$ cat config.mk
export PLATFORM = sky130hd
export DESIGN_NAME = sig_ctrl_flat
export DESIGN_NICKNAME = d
export VERILOG_FILES = /design/src/rtl/sig_ctrl_if.sv /design/src/rtl/sig_ctrl.sv /design/src/flat_wrapper.sv
export SDC_FILE = /design/constraint.sdc
export NUM_CORES = 1
export LEC_CHECK = 0
export CAP_MARGIN = 20
export CORE_UTILIZATION = 25
export CTS_CLUSTER_SIZE = 40
export DETAILED_ROUTE_END_ITERATION = 12
export SYNTH_ARGS = -nofsm -noshare
export SYNTH_HDL_FRONTEND = slang
export SYNTH_SLANG_ARGS = --single-unit
$ cat constraint.sdc
create_clock -name clk -period 2.5 [get_ports clk]
set_input_delay 0.25 -clock clk [delete_from_list [all_inputs] [get_ports clk]]
set_output_delay 0.25 -clock clk [all_outputs]
set_load 0.005 [all_outputs]
$ cat src/rtl/sig_ctrl_if.sv
// Config handshake bundle between the button pulse stage, sig_ctrl and the NCO.
// master: pulse/ready driver side; slave: sig_ctrl.
interface sig_ctrl_if #(
    parameter int IDX_W = 4,
    parameter int INC_W = 32
);
    logic             up_p;
    logic             dn_p;
    logic             wave_p;
    logic             cfg_ready;
    logic             cfg_valid;
    logic [1:0]       wave_sel;
    logic [IDX_W-1:0] freq_idx;
    logic [INC_W-1:0] phase_inc;

    modport master (
        output up_p, dn_p, wave_p, cfg_ready,
        input  cfg_valid, wave_sel, freq_idx, phase_inc
    );

    modport slave (
        input  up_p, dn_p, wave_p, cfg_ready,
        output cfg_valid, wave_sel, freq_idx, phase_inc
    );
endinterface

$ cat src/rtl/sig_ctrl.sv
// Frequency-step / waveform control for the NCO with a coalescing valid/ready config word.
// Optional macro SIG_CTRL_WRAP_EN: index wraps at the ends instead of saturating.
module sig_ctrl #(
    parameter int               IDX_W     = 4,
    parameter int               INC_W     = 32,
    parameter logic [INC_W-1:0] BASE_INC  = 32'h0000_1000,
    parameter int unsigned      RESET_IDX = 4
) (
    input  logic      clk,
    input  logic      rst_n,
    sig_ctrl_if.slave bus
);
    typedef enum logic [1:0] {SQUARE = 2'd0, TRIANGLE = 2'd1, SAW = 2'd2, SINE = 2'd3} wave_t;

    localparam logic [IDX_W-1:0] IDX_MAX = '1;
    localparam logic [IDX_W-1:0] IDX_RST = IDX_W'(RESET_IDX);
    localparam logic [INC_W-1:0] INC_RST = BASE_INC << RESET_IDX;

    wave_t            r_wave, w_wave_nxt;
    logic [IDX_W-1:0] r_idx, w_idx_nxt;
    logic [INC_W-1:0] r_inc;
    logic             r_vld;
    logic             w_idx_chg, w_chg;

    // Waveform FSM: state register
    always_ff @(posedge clk or negedge rst_n) begin
        if (!rst_n) r_wave <= SQUARE;
        else        r_wave <= w_wave_nxt;
    end

    // Waveform FSM: next state
    always_comb begin
        w_wave_nxt = r_wave;
        if (bus.wave_p) begin
            case (r_wave)
                SQUARE:   w_wave_nxt = TRIANGLE;
                TRIANGLE: w_wave_nxt = SAW;
                SAW:      w_wave_nxt = SINE;
                default:  w_wave_nxt = SQUARE;
            endcase
        end
    end

    // Waveform FSM: output, straight from the state register
    always_comb begin
        bus.wave_sel = r_wave;
    end

    // Only a real index movement counts as a change; saturated no-ops stay silent.
    always_comb begin
        w_idx_nxt = r_idx;
        w_idx_chg = 1'b0;
        if (bus.up_p && !bus.dn_p) begin
            if (r_idx != IDX_MAX) begin
                w_idx_nxt = r_idx + IDX_W'(1);
                w_idx_chg = 1'b1;
            end else begin
`ifdef SIG_CTRL_WRAP_EN
                w_idx_nxt = '0;
                w_idx_chg = 1'b1;
`else
                w_idx_nxt = r_idx;
`endif
            end
        end else if (bus.dn_p && !bus.up_p) begin
            if (r_idx != '0) begin
                w_idx_nxt = r_idx - IDX_W'(1);
                w_idx_chg = 1'b1;
            end else begin
`ifdef SIG_CTRL_WRAP_EN
                w_idx_nxt = IDX_MAX;
                w_idx_chg = 1'b1;
`else
                w_idx_nxt = r_idx;
`endif
            end
        end
    end

    assign w_chg = w_idx_chg | bus.wave_p;

    // phase_inc is built from the next index so it never lags freq_idx.
    always_ff @(posedge clk or negedge rst_n) begin
        if (!rst_n) begin
            r_idx <= IDX_RST;
            r_inc <= INC_RST;
            r_vld <= 1'b1;
        end else begin
            r_idx <= w_idx_nxt;
            r_inc <= BASE_INC << w_idx_nxt;
            r_vld <= w_chg | (r_vld & ~bus.cfg_ready);
        end
    end

    assign bus.freq_idx  = r_idx;
    assign bus.phase_inc = r_inc;
    assign bus.cfg_valid = r_vld;
endmodule

$ cat src/flat_wrapper.sv
// flat-port wrapper written by rule: the top's interface ports become plain ports
module sig_ctrl_flat 
#(
    parameter int               IDX_W     = 4,
    parameter int               INC_W     = 32,
    parameter logic [INC_W-1:0] BASE_INC  = 32'h0000_1000,
    parameter int unsigned      RESET_IDX = 4
)
  (clk, rst_n, bus_up_p, bus_dn_p, bus_wave_p, bus_cfg_ready, bus_cfg_valid, bus_wave_sel, bus_freq_idx, bus_phase_inc);
  sig_ctrl_if #(.IDX_W(IDX_W), .INC_W(INC_W)) bus_i ();
  input  logic clk;
  input  logic rst_n;
  input wire logic [$bits(bus_i.up_p)-1:0] bus_up_p;
  input wire logic [$bits(bus_i.dn_p)-1:0] bus_dn_p;
  input wire logic [$bits(bus_i.wave_p)-1:0] bus_wave_p;
  input wire logic [$bits(bus_i.cfg_ready)-1:0] bus_cfg_ready;
  output wire logic [$bits(bus_i.cfg_valid)-1:0] bus_cfg_valid;
  output wire logic [$bits(bus_i.wave_sel)-1:0] bus_wave_sel;
  output wire logic [$bits(bus_i.freq_idx)-1:0] bus_freq_idx;
  output wire logic [$bits(bus_i.phase_inc)-1:0] bus_phase_inc;
  assign bus_i.up_p = bus_up_p;
  assign bus_i.dn_p = bus_dn_p;
  assign bus_i.wave_p = bus_wave_p;
  assign bus_i.cfg_ready = bus_cfg_ready;
  assign bus_cfg_valid = bus_i.cfg_valid;
  assign bus_wave_sel = bus_i.wave_sel;
  assign bus_freq_idx = bus_i.freq_idx;
  assign bus_phase_inc = bus_i.phase_inc;
  sig_ctrl #(.IDX_W(IDX_W), .INC_W(INC_W), .BASE_INC(BASE_INC), .RESET_IDX(RESET_IDX)) u_core (.clk(clk), .rst_n(rst_n), .bus(bus_i));
endmodule
# Word-level counts from Yosys, hierarchy flattened
# Index checks and enable logic that the tools add are counted.
dict set report word_totals {
  ff_bits 39
  output_inout_bits 39
  wordCells 29
}
dict set report op_classes {
  n_addsub 2
  eq_ne 3
  n_shift 1
  n_mux 9
  n_bitwise 4
  n_reduce_logical 6
}
# operator n
set op_table {}
lappend op_table {{left shift 13 x 4 -> 32 bit, first input constant} 1}
lappend op_table {{two-way mux 4 bit} 4}
lappend op_table {{one-hot mux 2 bit (3 select lines)} 1}
lappend op_table {{adder 4 x 1 -> 4 bit, second input constant} 1}
lappend op_table {{two-way mux 1 bit} 4}
lappend op_table {{!= test 4 bit, second input constant} 1}
lappend op_table {{nonzero test 4 bit} 1}
lappend op_table {{subtractor 4 x 1 -> 4 bit, second input constant} 1}
lappend op_table {{equality test 2 x 1 -> 1 bit, second input constant} 1}
lappend op_table {{equality test 2 bit, second input constant} 1}
lappend op_table {{logical AND 1 bit} 2}
lappend op_table {{logical NOT 1 bit} 2}
lappend op_table {{logical NOT 2 bit} 1}
lappend op_table {{OR 1 bit} 2}
lappend op_table {{AND 1 bit} 1}
lappend op_table {{NOT 1 bit} 1}

# Depth between registers and ports, before layout
# Gate-level depths: netlist of run 1.
dict set report logic_depth {
  word_depth 6
  depth_mapped 8
  depth_no_buf 8
}

# Least setup slack after synthesis of run 1
# OpenSTA, ideal clock, no wires.
dict set report synth_timing {
  path_kind {register -> register}
  from {register u_core.r_idx[1] (netlist: u_core.bus.freq_idx[1])}
  to {register u_core.r_inc[16] (netlist: u_core.bus.phase_inc[16])}
  arrival_ps 1686
  required_ps 2418
  path_slack_ps 732
  stages_incl_launch_ff 8
  path_buffers 0
  path_cell_list {dfrtp_1 inv_1 ha_1 nor3b_2 nor2b_1 o311ai_4 inv_2 nor3_1}
}
dict set report synth_via {
  elab_chain_len 5
  word_cells_on_any_way 9
  cone_classes {add/sub: 2; eq/ne: 1; shift: 1; mux: 4; reduce/logical: 1}
}
# element line_no
set synth_lines {}
lappend synth_lines {{start: declaration} sig_ctrl.sv:20} ;# logic [IDX_W-1:0] r_idx, w_idx_nxt;
lappend synth_lines {{start signal: assignment} sig_ctrl.sv:89} ;# r_idx <= w_idx_nxt;
lappend synth_lines {{subtractor 4 x 1 -> 4 bit / nonzero test 4 bit (equally long branches)} {sig_ctrl.sv:67, sig_ctrl.sv:66}}
lappend synth_lines {{two-way mux 4 bit} sig_ctrl.sv:66} ;# if (r_idx != '0) begin
lappend synth_lines {{two-way mux 4 bit} sig_ctrl.sv:65} ;# end else if (bus.dn_p && !bus.up_p) begin
lappend synth_lines {{two-way mux 4 bit *} sig_ctrl.sv:53} ;# if (bus.up_p && !bus.dn_p) begin
lappend synth_lines {{via u_core.w_idx_nxt[1]} sig_ctrl.sv:20}
lappend synth_lines {{left shift 13 x 4 -> 32 bit *} sig_ctrl.sv:90} ;# r_inc <= BASE_INC << w_idx_nxt;
lappend synth_lines {{end signal: assignment} sig_ctrl.sv:90}
lappend synth_lines {{end: declaration} sig_ctrl.sv:21} ;# logic [INC_W-1:0] r_inc;
# Mark *: on every way through the listed nets, which the timed path passes. The rest lies on a longest branch.
# A chain may end at the register's enable or synchronous reset.

# Worst setup path in the final report of run 1
# Ends and elaborated chain as after synthesis.

==> results.md, run 1 <==
- Count of pins over their slew limit: 0
- Diodes inserted: 0
- Clock transition at path regs: 0.08 ns
- P per Cell Area: between 1000 and 1500 nW/um^2
- DRC Markers: 0
- Period minus WS final: between 2 and 2.5 ns
- Post-route setup TNS: 0 ns
- Number of CTS-inserted buffers: 3
- Overall power: approximately 1.6 mW
- GRT overflow: 0
- Synth Area in XOR/XNOR: less than 1%
- Chip width: about 70 um
- Post-synth top area cell: dfrtp_1
- Die H: 70.4 um
- Element type at the critical path end: flip-flop
- RSZ-0062 raised after global routing: no
- FFs w/ async S/R, synth: 100%
- Compound-cell area share of the yosys netlist: about a tenth
- Prevailing post-synth register cell: dfrtp_1
- Core ar.: 4410 sq um
- Reg-to-Reg End: u_core.bus.phase_inc[16]$_DFF_PN1_
- Largest net degree at the start of global routing: 24
- R2R Path Start: u_core.bus.freq_idx[1]$_DFF_PN0_
- Vias: approximately 850
- Post-CTS Setup Bufs: 0
- Crit path cell chain: inv_1 > ha_1 > nor3b_2 > nor2b_1 > o311ai_4 > inv_2 > nor3_1
- Startpoint types: flip-flop
- Pleak: roughly 0.67 nW
- Maximum vdd drop: 238 uV
- Post-DP Area: around 1500 sq um
- Syn Area/Cell: 11.0 sq um
- Area grow syn2layout: 28.2%
- FMAX: 461 MHz
- Starting Density: a little over a quarter
- Sequential Power Share: roughly two fifths
- Largest cells by area after synthesis: dfrtp_1 (43%), buf_4 (10%), nor3_1 (7.7%), dfstp_2 (6.7%), ha_1 (5.3%)
- Hold slack final: about 0.34 ns
- Crit path max-delay family: simple AND/OR/NAND/NOR gates
- Max FO, Critical Path: 9
- CTS root buf: clkbuf_8
- Largest family of logic cells by synthesized area: simple AND/OR/NAND/NOR gates
- IO Port Bufs: 28
- WL final: ~2400 um
- Finished Core Util: between 30% and 40%
- Flops & latches, synth: 23
- Ratio of cells with drive above 1 in the final layout: between 10% and 20%
- # clock sinks: 23
- CTS hold repair buffers: 0
- Slowest-stage cell, CP: dfrtp_1
- Simple-gate share of the synthesized area: between 10% and 20%
- Fillers: between 400 and 500
- Total GRT Usage: a little over a tenth
- GPL Wtd Cong: a little over 0.8
- Final net count: 149
- FF-to-FF path depth: 7
- Post-route clock skew: ~0.0011 ns
- Post-synth EDFFs: 0
- Int Power: 0.967 mW
- Io pins: between 40 and 50
- Reg2Reg Setup Slack: between 0.3 and 0.4 ns
- Clock Path Buffers: 2
- Row Count: 24
- Crit Path Category: flip-flop to flip-flop
- Yosys top cell area share: about 43%
- Data required, critical path: 2.67 ns
- Slowest stage delay, CP: 0.49 ns
- Final setup viols: 0
- Slew headroom: between 60% and 70%
- Synthesized instance count: 106
- TritonCTS clock tree: built
- Comb power frac: 47.1%
- Mux cell area share after synthesis: 1.71%
- Pre-antenna DRT Iters: 4
- Die Area: about 5000 sq um
- DR iter-0 viols: 66
- Yosys warning count: 0
- Multi-input logic area: 479 sq um
- Sw Share: 38.2%
- Outcome: finished clean
- Final instance area: around 1500 sq um
- Clock power share: between 10 and 15%
- Crit path DAT: 2.34 ns
- Period utilization: between 80% and 90%
- Net Switching: 0.598 mW
- CTS H-tree lvls: 1
- Synth Area in Adders: ~5.3%
- Resize count post-CTS: 0
- CP Buf/Inv Count: 2
- Via density: 4.50
- Vias in the first global route: between 800 and 900
- Worst Tran Pin Value: between 0.5 and 0.6 ns
- Yosys cell types: 32
- Synth Cell Area: between 1000 and 1500 sq um
- First-pass GRT wire length: around 4100 um
- Drt wl/cell: roughly 13 um
- Min-Delay Path Class: primary input to async pin
- Dpl hpwl: 1860 um
- Clk_lat worst skew: 0.25 ns
- Register Area: approximately 580 sq um
- Initial antenna violation count: 0
- Max-cap viol count: 0
- Sequential area share after synthesis: 49.5%
- Routed Antenna Nets: 0
- Final hold violations: 0
## worst register-to-register path, cell delays in order (launching register included)
cell      delay (ns)
dfrtp_1         0.49
inv_1           0.12
ha_1            0.23
nor3b_2         0.25
nor2b_1         0.11
o311ai_4        0.45
inv_2           0.17
nor3_1          0.25
## area by class of cell
class                           instances  share of cell area (%)
Timing Repair Buffer                   29                    19.2
Tap cell                               52                    4.34
Inverter                               10                    2.84
Sequential cell                        23                    38.6
Multi-Input combinational cell         71                    31.9
Clock buffer                            3                    2.75
Clock inverter                          1                   0.334
## cells in the mapped netlist (2+ instances only)
cell type	number
dfrtp_1	20
nor3_1	18
buf_4	16
inv_1	8
nand2_1	6
ha_1	5
dfstp_2	3
mux2i_1	2
nand2b_1	2
nor2_1	2
o2bb2ai_1	2
o311ai_4	2
## routing by layer
layer,vias up,global-route usage (%),share of wire [%]
met5,-,0,0
met4,0,2.67,0
met3,0,2.89,7.2
met2,40,18.1,51
met1,422,12.7,42
li1,389,-,-
## worst max path at each step
stage	from	endpoint	slack, ns	depth (start not counted)
2_1_floorplan	u_core.bus.freq_idx[1]$_DFF_PN0_	u_core.bus.phase_inc[16]$_DFF_PN1_	0.73	7
6_report	u_core.bus.freq_idx[1]$_DFF_PN0_	u_core.bus.phase_inc[16]$_DFF_PN1_	0.33	7
3_5_place_dp	bus_up_p	u_core.bus.phase_inc[18]$_DFF_PN0_	0.32	6
4_1_cts	u_core.bus.freq_idx[1]$_DFF_PN0_	u_core.bus.phase_inc[16]$_DFF_PN1_	0.37	7
3_3_place_gp	bus_up_p	u_core.bus.phase_inc[15]$_DFF_PN0_	0.42	6
5_1_grt	u_core.bus.freq_idx[1]$_DFF_PN0_	u_core.bus.phase_inc[13]$_DFF_PN0_	0.14	7
## placed cells by master (no fill, tap or decap), drive strengths merged
cell	count
clkdlybuf4s50	28
buf	1
clkbuf	3
nor3b	2
dfrtp	20
a32o	1
clkinv	1
o21ai	2
inv	10
o311ai	2
and2b	1
a211o	1
nand3	2
nor2	2
and4	1
nand2b	2
a32oi	1
o21bai	1
dfstp	3
mux2i	2
ha	5
conb	16
nor2b	2
nand2	6
nor3	18
xnor2	1
a31oi	1
o2bb2ai	2
## power groups by stage
| stage | clock network, mW | logic, mW | registers (mW) |
|---|---|---|---|
| 6_report | 0.219 | 0.737 | 0.609 |
| 5_1_grt | 0.245 | 0.818 | 0.627 |
| 2_1_floorplan | 0 | 0.421 | 0.591 |
| 3_5_place_dp | 0 | 0.735 | 0.616 |
| 3_3_place_gp | 0 | 0.702 | 0.611 |
| 4_1_cts | 0.227 | 0.739 | 0.609 |
## kinds of logic (layout without fill, tap and decap cells)
kind of cell             after synthesis  after routing
AO/OA/AOI/OAI                         11             11
XOR/XNOR                               1              1
adder cells (fa/ha/maj)                5              5
buffers and inverters                 27             43
flip-flops                            23             23
multiplexers                           2              2
other                                  1             16
AND/OR/NAND/NOR                       36             36
## state kept, by name, summed over array words and instances (netlist names)
register	flops
u_core.bus.phase_inc	16
u_core.bus.freq_idx	4
u_core.bus.wave_sel	2
u_core.bus.cfg_valid	1
## per-stage QoR
step / setup slack [ns] / instances
final: 0.331 / 189
after global routing: 0.136 / 189
after CTS: 0.368 / 189
after detailed placement: 0.317 / 185
after global placement: 0.416 / 185
after floorplan: 0.732 / 121
No activity file was read; power rests on OpenSTA's default activity.
==> run 2: changes to the inputs <==
Settings changed: CORE_UTILIZATION 25 to 43, PLACE_DENSITY from default to 0.79.
==> run 2 against run 1 <==
Net effect: final cell count shrank 12%; via count shrank 5.8%; register-to-register slack gained 0.03 ns; final area fell by 3.1%; non-clock buffer count is the same; die area down 41%; largest cell class unchanged; flip-flop and latch count stayed put; wire length shrank 14%; first-iteration DRC count fell by 73%; largest power group unchanged.
==> results.md, run 2 (synthesized netlist as in run 1, its figures left out) <==
- Row Count: 18
- FMAX: 468 MHz
- Slew headroom: between 60% and 70%
- GRT overflow: 0
- CTS H-tree lvls: 1
- Ratio of cells with drive above 1 in the final layout: between 10% and 20%
- Comb power frac: 48.8%
- Crit Path Category: flip-flop to flip-flop
- Post-CTS Setup Bufs: 0
- Worst Tran Pin Value: 0.537 ns
- Register Area: 579 sq um
- Crit path DAT: between 2 and 2.5 ns
- Count of pins over their slew limit: 0
- GPL Wtd Cong: 0.834
- Sw Share: about two fifths
- CTS root buf: clkbuf_4
- Max FO, Critical Path: 9
- Largest net degree at the start of global routing: 24
- Reg-to-Reg End: u_core.bus.phase_inc[17]$_DFF_PN0_
- Post-route setup TNS: 0 ns
- Number of CTS-inserted buffers: 3
- Fillers: 206
- Startpoint types: flip-flop
- WL final: between 2000 and 2500 um
- Final net count: between 100 and 150
- Routed Antenna Nets: 0
- Final setup viols: 0
- Final hold violations: 0
- Clock power share: ~11%
- Resize count post-CTS: 0
- Total GRT Usage: 15.8%
- Die H: 54.2 um
- IO Port Bufs: 28
- Diodes inserted: 0
- Most common cell after layout, fill and taps aside: clkdlybuf4s50_1
- Dpl hpwl: between 1500 and 2000 um
- Multi-input logic area: approximately 480 sq um
- Via density: 4.80
- Area grow syn2layout: 24.3%
- Outcome: finished clean
- DRC Markers: 0
- Hold slack final: ~0.28 ns
- Starting Density: between 40% and 50%
- Critical Path Source: u_core.bus.freq_idx[1]$_DFF_PN0_
- Vias: 802
- RSZ-0062 raised after global routing: no
- CTS hold repair buffers: 0
- Clk_lat worst skew: about 0.3 ns
- Clock Path Buffers: 2
- Core ar.: 2520 sq um
- FF-to-FF path depth: 7
- P per Cell Area: between 1000 and 1500 nW/um^2
- R2R Path Start: u_core.bus.freq_idx[1]$_DFF_PN0_
- Data required, critical path: about 2.7 ns
- Drt wl/cell: 12.4 um
- Max-cap viol count: 0
- Period minus WS final: ~2.1 ns
- Pleak: roughly 0.67 nW
- TritonCTS clock tree: built
- Die Area: ~3000 sq um
- Clock transition at path regs: approximately 0.11 ns
- DR iter-0 viols: 18
- Net Switching: between 0.5 and 0.6 mW
- Maximum vdd drop: about 540 uV
- # clock sinks: 23
- Sequential Power Share: between 40% and 50%
- Initial antenna violation count: 0
- Element type at the critical path end: flip-flop
- Min-Delay Path Class: primary input to async pin
- Critical Path Sink: u_core.bus.phase_inc[17]$_DFF_PN0_
- Reg2Reg Setup Slack: 0.36 ns
- Number of flip-flops in the largest register: 16
- Io pins: 45
- Period utilization: a little under nine tenths
- Most frequent cells in the layout: clkdlybuf4s50_1 (28), dfrtp_1 (20), nor3_1 (18), conb_1 (16), inv_1 (8)
- Int Power: between 0.9 and 1 mW
- Chip width: 54.2 um
- Pre-antenna DRT Iters: 4
- Vias in the first global route: 788
- Post-route clock skew: roughly 0.0024 ns
- First-pass GRT wire length: 3280 um
==> run 2: cell counts in the layout (fill, tap and decap cells not counted) <==
No cell type changed its count.
==> run 2: final cells by class <==
type                            instances  area share [%]
Multi-Input combinational cell         71            33.0
Tap cell                               30            2.58
Clock inverter                          1           0.344
Inverter                               10            2.93
Clock buffer                            3            1.55
Sequential cell                        23            39.8
Timing Repair Buffer                   29            19.8
==> run 2: per-layer routing <==
| layer | vias to the layer above | part of all wire (%) | GRT usage, % | wire length [um] |
|---|---|---|---|---|
| met2 | 32 | 48 | 27.4 | 998 |
| met4 | 0 | 0.87 | 5.56 | 18 |
| met5 | - | 0 | 0 | 0 |
| met3 | 4 | 6.6 | 3.67 | 137 |
| li1 | 395 | - | - | - |
| met1 | 371 | 44 | 18.9 | 908 |
==> run 2: stage by stage <==
stage | util (%) | worst slack (ns) | instances | total power [mW] | area (sq um)
2_1_floorplan | - | 0.732 | 121 | 1.01 | 1230
3_3_place_gp | 56.5 | 0.454 | 163 | 1.30 | 1430
3_5_place_dp | 56.5 | 0.357 | 163 | 1.34 | 1430
4_1_cts | 57.6 | 0.371 | 167 | 1.50 | 1450
5_1_grt | 57.6 | 0.150 | 167 | 1.62 | 1450
6_report | 57.6 | 0.364 | 167 | 1.49 | 1450
==> run 2: worst min path at each step <==
| stage | startpoint | depth (start not counted) | slack [ns] | end |
|---|---|---|---|---|
| floorplan | rst_n | 0 | -0.05 | u_core.bus.freq_idx[0]$_DFF_PN0_ |
| global route | rst_n | 2 | 0.29 | u_core.bus.phase_inc[12]$_DFF_PN0_ |
| global placement | u_core.bus.wave_sel[0]$_DFFE_PN0P_ | 2 | 0.59 | u_core.bus.wave_sel[0]$_DFFE_PN0P_ |
| detailed placement | u_core.bus.cfg_valid$_DFF_PN1_ | 1 | 0.61 | u_core.bus.cfg_valid$_DFF_PN1_ |
| finish | rst_n | 2 | 0.28 | u_core.bus.phase_inc[22]$_DFF_PN0_ |
| CTS | rst_n | 2 | 0.29 | u_core.bus.phase_inc[14]$_DFF_PN0_ |
==> run 2: power by group through the flow <==
stage | combinational, mW | clock [mW] | sequential (mW)
after CTS | 0.732 | 0.171 | 0.600
after detailed placement | 0.728 | 0 | 0.609
after global placement | 0.700 | 0 | 0.604
after global routing | 0.807 | 0.192 | 0.616
final | 0.727 | 0.161 | 0.600
after floorplan | 0.421 | 0 | 0.591
==> run 2: worst max-delay path, stage by stage (launching register included) <==
cell,delay (ns)
dfrtp_1,0.49
inv_1,0.12
ha_1,0.23
nor3b_2,0.26
nor2b_1,0.11
o311ai_4,0.43
inv_2,0.17
nor3_1,0.24
